$ cat src/rtl/ex_mem_pkg.sv
// Shared widths and constants for the EX/MEM pipeline register.
// Mirrors the core-wide definitions so every stage agrees on bus sizes.
package ex_mem_pkg;

    localparam int RegDataBus   = 32;
    localparam int RegAddrBus   = 5;
    localparam int DoubleRegBus = 64;
    localparam int StallBus     = 6;
    localparam int CntBus       = 2;

    // Positions in the global stall vector {wb, mem, ex, id, if, pc}
    localparam int STALL_EX  = 3;
    localparam int STALL_MEM = 4;

    localparam logic                  Disable   = 1'b0;
    localparam logic [RegAddrBus-1:0] RegAddr_0 = '0;

endpackage

$ cat src/rtl/ex_mem_if.sv
// Bundle of execute-side inputs and memory-side outputs of the EX/MEM register.
// master = execute stage view, slave = the pipeline register itself.
interface ex_mem_if;
    import ex_mem_pkg::*;

    logic [RegDataBus-1:0]   ex_result;
    logic [RegAddrBus-1:0]   ex_waddr;
    logic                    ex_we;
    logic [RegDataBus-1:0]   ex_hi;
    logic [RegDataBus-1:0]   ex_lo;
    logic                    ex_whilo;
    logic [DoubleRegBus-1:0] hilo_temp_i;
    logic [CntBus-1:0]       cnt_i;

    logic [RegDataBus-1:0]   mem_result;
    logic [RegAddrBus-1:0]   mem_waddr;
    logic                    mem_we;
    logic [RegDataBus-1:0]   mem_hi;
    logic [RegDataBus-1:0]   mem_lo;
    logic                    mem_whilo;
    logic [DoubleRegBus-1:0] hilo_temp_o;
    logic [CntBus-1:0]       cnt_o;

    modport master (
        output ex_result, ex_waddr, ex_we, ex_hi, ex_lo, ex_whilo, hilo_temp_i, cnt_i,
        input  mem_result, mem_waddr, mem_we, mem_hi, mem_lo, mem_whilo, hilo_temp_o, cnt_o
    );

    modport slave (
        input  ex_result, ex_waddr, ex_we, ex_hi, ex_lo, ex_whilo, hilo_temp_i, cnt_i,
        output mem_result, mem_waddr, mem_we, mem_hi, mem_lo, mem_whilo, hilo_temp_o, cnt_o
    );

endinterface

$ cat src/rtl/ex_mem.sv
// EX/MEM pipeline register: flush > bubble/advance/hold, plus the multiply-accumulate
// scratch state (hilo_temp/cnt) that survives while execute is stalled.
module ex_mem
    import ex_mem_pkg::*;
(
    input  logic                clk,
    input  logic                rst,
    input  logic [StallBus-1:0] stall,
    input  logic                flush,
    ex_mem_if.slave             bus
);

    // Only the ex and mem stall bits matter to this stage.
    logic unused_stall;
    assign unused_stall = ^{stall[5], stall[2:0]};

    always_ff @(posedge clk or negedge rst) begin
        if (!rst) begin
            bus.mem_result  <= '0;
            bus.mem_waddr   <= RegAddr_0;
            bus.mem_we      <= Disable;
            bus.mem_hi      <= '0;
            bus.mem_lo      <= '0;
            bus.mem_whilo   <= Disable;
            bus.hilo_temp_o <= '0;
            bus.cnt_o       <= '0;
        end else if (flush) begin
            bus.mem_result  <= '0;
            bus.mem_waddr   <= RegAddr_0;
            bus.mem_we      <= Disable;
            bus.mem_hi      <= '0;
            bus.mem_lo      <= '0;
            bus.mem_whilo   <= Disable;
            bus.hilo_temp_o <= '0;
            bus.cnt_o       <= '0;
        end else if (!stall[STALL_EX]) begin
            // Advance; a mem-only stall cannot happen legally and is treated the same way.
            bus.mem_result  <= bus.ex_result;
            bus.mem_waddr   <= bus.ex_waddr;
            bus.mem_we      <= bus.ex_we;
            bus.mem_hi      <= bus.ex_hi;
            bus.mem_lo      <= bus.ex_lo;
            bus.mem_whilo   <= bus.ex_whilo;
            bus.hilo_temp_o <= '0;
            bus.cnt_o       <= '0;
        end else if (!stall[STALL_MEM]) begin
            // Bubble downstream while keeping execute's partial product alive.
            bus.mem_result  <= '0;
            bus.mem_waddr   <= RegAddr_0;
            bus.mem_we      <= Disable;
            bus.mem_hi      <= '0;
            bus.mem_lo      <= '0;
            bus.mem_whilo   <= Disable;
            bus.hilo_temp_o <= bus.hilo_temp_i;
            bus.cnt_o       <= bus.cnt_i;
        end
        // Both ex and mem stalled: hold every register.
    end

endmodule
$ cat src/flat_wrapper.sv
// flat-port wrapper written by rule: the top's interface ports become plain ports
module ex_mem_flat import ex_mem_pkg::*;
  (clk, rst, stall, flush, bus_ex_result, bus_ex_waddr, bus_ex_we, bus_ex_hi, bus_ex_lo, bus_ex_whilo, bus_hilo_temp_i, bus_cnt_i, bus_mem_result, bus_mem_waddr, bus_mem_we, bus_mem_hi, bus_mem_lo, bus_mem_whilo, bus_hilo_temp_o, bus_cnt_o);
  ex_mem_if bus_i ();
  input  logic clk;
  input  logic rst;
  input  logic [StallBus-1:0] stall;
  input  logic flush;
  input wire logic [$bits(bus_i.ex_result)-1:0] bus_ex_result;
  input wire logic [$bits(bus_i.ex_waddr)-1:0] bus_ex_waddr;
  input wire logic [$bits(bus_i.ex_we)-1:0] bus_ex_we;
  input wire logic [$bits(bus_i.ex_hi)-1:0] bus_ex_hi;
  input wire logic [$bits(bus_i.ex_lo)-1:0] bus_ex_lo;
  input wire logic [$bits(bus_i.ex_whilo)-1:0] bus_ex_whilo;
  input wire logic [$bits(bus_i.hilo_temp_i)-1:0] bus_hilo_temp_i;
  input wire logic [$bits(bus_i.cnt_i)-1:0] bus_cnt_i;
  output wire logic [$bits(bus_i.mem_result)-1:0] bus_mem_result;
  output wire logic [$bits(bus_i.mem_waddr)-1:0] bus_mem_waddr;
  output wire logic [$bits(bus_i.mem_we)-1:0] bus_mem_we;
  output wire logic [$bits(bus_i.mem_hi)-1:0] bus_mem_hi;
  output wire logic [$bits(bus_i.mem_lo)-1:0] bus_mem_lo;
  output wire logic [$bits(bus_i.mem_whilo)-1:0] bus_mem_whilo;
  output wire logic [$bits(bus_i.hilo_temp_o)-1:0] bus_hilo_temp_o;
  output wire logic [$bits(bus_i.cnt_o)-1:0] bus_cnt_o;
  assign bus_i.ex_result = bus_ex_result;
  assign bus_i.ex_waddr = bus_ex_waddr;
  assign bus_i.ex_we = bus_ex_we;
  assign bus_i.ex_hi = bus_ex_hi;
  assign bus_i.ex_lo = bus_ex_lo;
  assign bus_i.ex_whilo = bus_ex_whilo;
  assign bus_i.hilo_temp_i = bus_hilo_temp_i;
  assign bus_i.cnt_i = bus_cnt_i;
  assign bus_mem_result = bus_i.mem_result;
  assign bus_mem_waddr = bus_i.mem_waddr;
  assign bus_mem_we = bus_i.mem_we;
  assign bus_mem_hi = bus_i.mem_hi;
  assign bus_mem_lo = bus_i.mem_lo;
  assign bus_mem_whilo = bus_i.mem_whilo;
  assign bus_hilo_temp_o = bus_i.hilo_temp_o;
  assign bus_cnt_o = bus_i.cnt_o;
  ex_mem u_core (.clk(clk), .rst(rst), .stall(stall), .flush(flush), .bus(bus_i));
endmodule
$ cat config.mk
export PLATFORM = sky130hd
export DESIGN_NAME = ex_mem_flat
export DESIGN_NICKNAME = d
export VERILOG_FILES = /design/src/rtl/ex_mem_pkg.sv /design/src/rtl/ex_mem_if.sv /design/src/rtl/ex_mem.sv /design/src/flat_wrapper.sv
export SDC_FILE = /design/constraint.sdc
export NUM_CORES = 1
export LEC_CHECK = 0
export CAP_MARGIN = 20
export CORE_MARGIN = 8
export CORE_UTILIZATION = 25
export DETAILED_ROUTE_END_ITERATION = 6
export PLACE_DENSITY_LB_ADDON = 0.1
export SETUP_SLACK_MARGIN = 0.3
export SYNTH_ARGS = -nofsm -noshare
export SYNTH_HDL_FRONTEND = slang
export SYNTH_SLANG_ARGS = --single-unit
$ cat constraint.sdc
create_clock -name clk -period 0.8 [get_ports clk]
set_input_delay 0.2 -clock clk [delete_from_list [all_inputs] [get_ports clk]]
set_output_delay 0.2 -clock clk [all_outputs]
set_load 0.05 [all_outputs]
==> results.json, run 1 <==
{
  "status": "finished with violations",
  "violations": "negative hold slack, negative setup slack",
  "routabilityCongestion": 0.734,
  "power.density_mw_per_mm2": 1460,
  "syn_area_per_cell_um2": 10.9,
  "io_pins": 347,
  "max_freq_mhz": 812,
  "setup_viol": 219,
  "worstReg2RegEnd": "u_core.bus.mem_lo[17]",
  "cp-start-kind": "flip-flop",
  "place_hpwl_um": 20200,
  "clk_pin_slew_worst_paths_ps": 80,
  "layout_common_cells": "buf_12 (186), clkdlybuf4s50_1 (169), dfrtp_2 (169)",
  "drtPass1Iterations": 4,
  "r2r-start": "u_core.bus.mem_lo[17]",
  "grt_pass1_wl_um": 42600,
  "crit_slowest_cell": "dfrtp_2",
  "setup_tns_ps": -72450,
  "report.final.slew_viol_count": 0,
  "drc": 0,
  "criticalPathCategory": "flip-flop to output port",
  "cp.required_ps": 600,
  "dieArea_mm2": 0.0343,
  "final_nets": 1329,
  "cts_tree": "yes",
  "worst_pin_slew_ps": 325,
  "slew_headroom_pct": 78.3,
  "grt_pass1_vias": 7229,
  "cp.arrival_ps": 1030,
  "nFillCells": 2394,
  "cts.path.max_buffers": 2,
  "irDropWorstVdd_mv": 0.941,
  "ys_types": 15,
  "end_kind": "output port",
  "fin_total_pwr_uw": 23700,
  "ant_nets": 0,
  "regToRegSetupSlack_ps": -100,
  "synthCells": 656,
  "via_per_inst": 4.39,
  "crit_chain": "buf_12",
  "hold_ws_ps": -357,
  "drv_cap": 0,
  "num_vias": 6803,
  "yosysWarnings": 0,
  "synth_fp_nets": 834,
  "antenna_found_initial": 1,
  "clk_latency_ps": 420,
  "syn_area_mm2": 0.00717,
  "final-hold-violation-count": 169,
  "drive_above_1_share_pct": 65.1,
  "coreArea_mm2": 0.0285,
  "cp_max_fo": 2,
  "synth-seq-cells": 169,
  "period_needed_ps": 1230,
  "hold_class": "input port to asynchronous set/reset pin",
  "final_cells": 1551,
  "path_buf_inv": 1,
  "wl_um": 28800,
  "max_stage_delay_ps": 440,
  "rows": 62,
  "postLayoutCellArea_mm2": 0.0162,
  "rsz0062_at_grt": "yes",
  "setup_ws_ps": -432,
  "final_common_cell": "buf_12",
  "initial_utilization_pct": 25.2,
  "crit_family": "flip-flops",
  "cts_htree_levels": 4,
  "skew_ps": 0,
  "drt_iter0_drc": 328,
  "area_growth_syn_to_layout_pct": 126,
  "die_x_um": 185,
  "ys_seq_area_share_pct": 59.0,
  "track_usage_pct": 16.1,
  "grt_max_degree": 43,
  "clock-sinks": 169,
  "place_area_mm2": 0.0137,
  "wl_per_cell_um": 18.6,
  "p_leak_uw": 0.00654,
  "port_buffers": 342,
  "overflow": 0,
  "dieHeight_um": 185,
  "place_inst": 1372,
  "cts_buffers": 17,
  "fin_crit_sh_pct": 154,
  "r2r_cells": 4,
  "clockRootBuffer": "clkbuf_16"
}
## synthesized netlist by cell type
cell type	count	area share [%]
a21oi_1	95	6.6
nand2b_4	1	0.19
a32o_1	8	1.1
nand3_1	95	6.6
nand2b_1	95	8.3
nor2_2	1	0.087
inv_1	1	0.052
mux2i_1	66	9.2
clkbuf_1	4	0.21
buf_2	36	2.5
and2_1	1	0.087
dfrtp_1	169	59
buf_6	12	1.9
buf_4	6	0.63
nor2_1	66	3.5
## stage by stage
step	setup WS [ps]	hold slack (ps)	util [%]
3_3_place_gp	-319	86.9	48.0
5_1_grt	-471	-379	56.9
6_report	-432	-357	56.9
2_1_floorplan	-121	-95.6	-
3_5_place_dp	-339	88.9	48.0
4_1_cts	-456	-372	53.9
## final cells by class
type,count,area (µm²),share of cell area (%)
repair buffers,534,7310,45.1
flip-flops and latches,169,4440,27.4
multi-input cells,428,3400,21.0
well taps,384,480,2.97
clock buffers,20,447,2.76
clock inverters,12,110,0.680
diodes,3,7.51,0.0463
inverters,1,3.75,0.0232
## state kept, by name, indices dropped and copies added (netlist names)
| register | flops |
|---|---|
| u_core.bus.cnt_o | 2 |
| u_core.bus.hilo_temp_o | 64 |
| u_core.bus.mem_hi | 32 |
| u_core.bus.mem_lo | 32 |
| u_core.bus.mem_result | 32 |
| u_core.bus.mem_waddr | 5 |
| u_core.bus.mem_we | 1 |
| u_core.bus.mem_whilo | 1 |
## metal layers
metal  GRT usage (%)  up-vias  share of wire [%]
li1                -     3219                  -
met1            19.0     3356                 40
met2            26.2      217                 49
met3            8.04       11                 10
met4            3.27        0               0.82
met5               0        -                  0
## worst max path at each step
stage	startpoint	endpoint	slack [ps]	cells past startpoint
final	u_core.bus.hilo_temp_o[24]	bus_hilo_temp_o[24]	-430	1
after global routing	u_core.bus.hilo_temp_o[24]	bus_hilo_temp_o[24]	-470	1
after CTS	u_core.bus.hilo_temp_o[24]	bus_hilo_temp_o[24]	-460	1
after detailed placement	stall[4]	u_core.bus.hilo_temp_o[40]	-340	4
after global placement	stall[4]	u_core.bus.hilo_temp_o[45]	-320	4
after floorplan	stall[4]	u_core.bus.mem_hi[31]	-120	4
## cells by family (layout without fill, tap and decap cells)
kind of cell / count (synthesis) / count (layout) / synth area share (%)
AO/OA/AOI/OAI: 103 / 103 / 7.75
buffers and inverters: 59 / 567 / 5.29
flip-flops: 169 / 169 / 59.0
multiplexers: 66 / 66 / 9.22
other: 0 / 3 / 0
AND/OR/NAND/NOR: 259 / 259 / 18.7
## timing repair
item | 4_1_cts | 5_1_grt
buffers inserted | 87 | 57
pin swaps | 48 | 8
hold endpoints to repair | 169 | 169
setup endpoints to repair | 338 | 338
resized for setup | 127 | 113
## report_power, final
group | internal, µW | leakage [µW] | switching (µW) | total [µW]
registers | 8940 | 0.00203 | 420 | 9360
clock network | 4180 | 0.000268 | 3860 | 8040
logic | 3380 | 0.00425 | 2880 | 6260
No activity file was read; power rests on OpenSTA's default activity.
==> run 2: changes to the inputs <==
--- a/config.mk
+++ b/config.mk
@@ -9,6 +9,7 @@
 export CORE_MARGIN = 8
 export CORE_UTILIZATION = 25
 export DETAILED_ROUTE_END_ITERATION = 6
+export GPL_ROUTABILITY_DRIVEN = 0
 export PLACE_DENSITY_LB_ADDON = 0.1
 export SETUP_SLACK_MARGIN = 0.3
 export SYNTH_ARGS = -nofsm -noshare
==> results of run 2 <==
No change in the layout: final DEF, timing and power equal those of run 1.
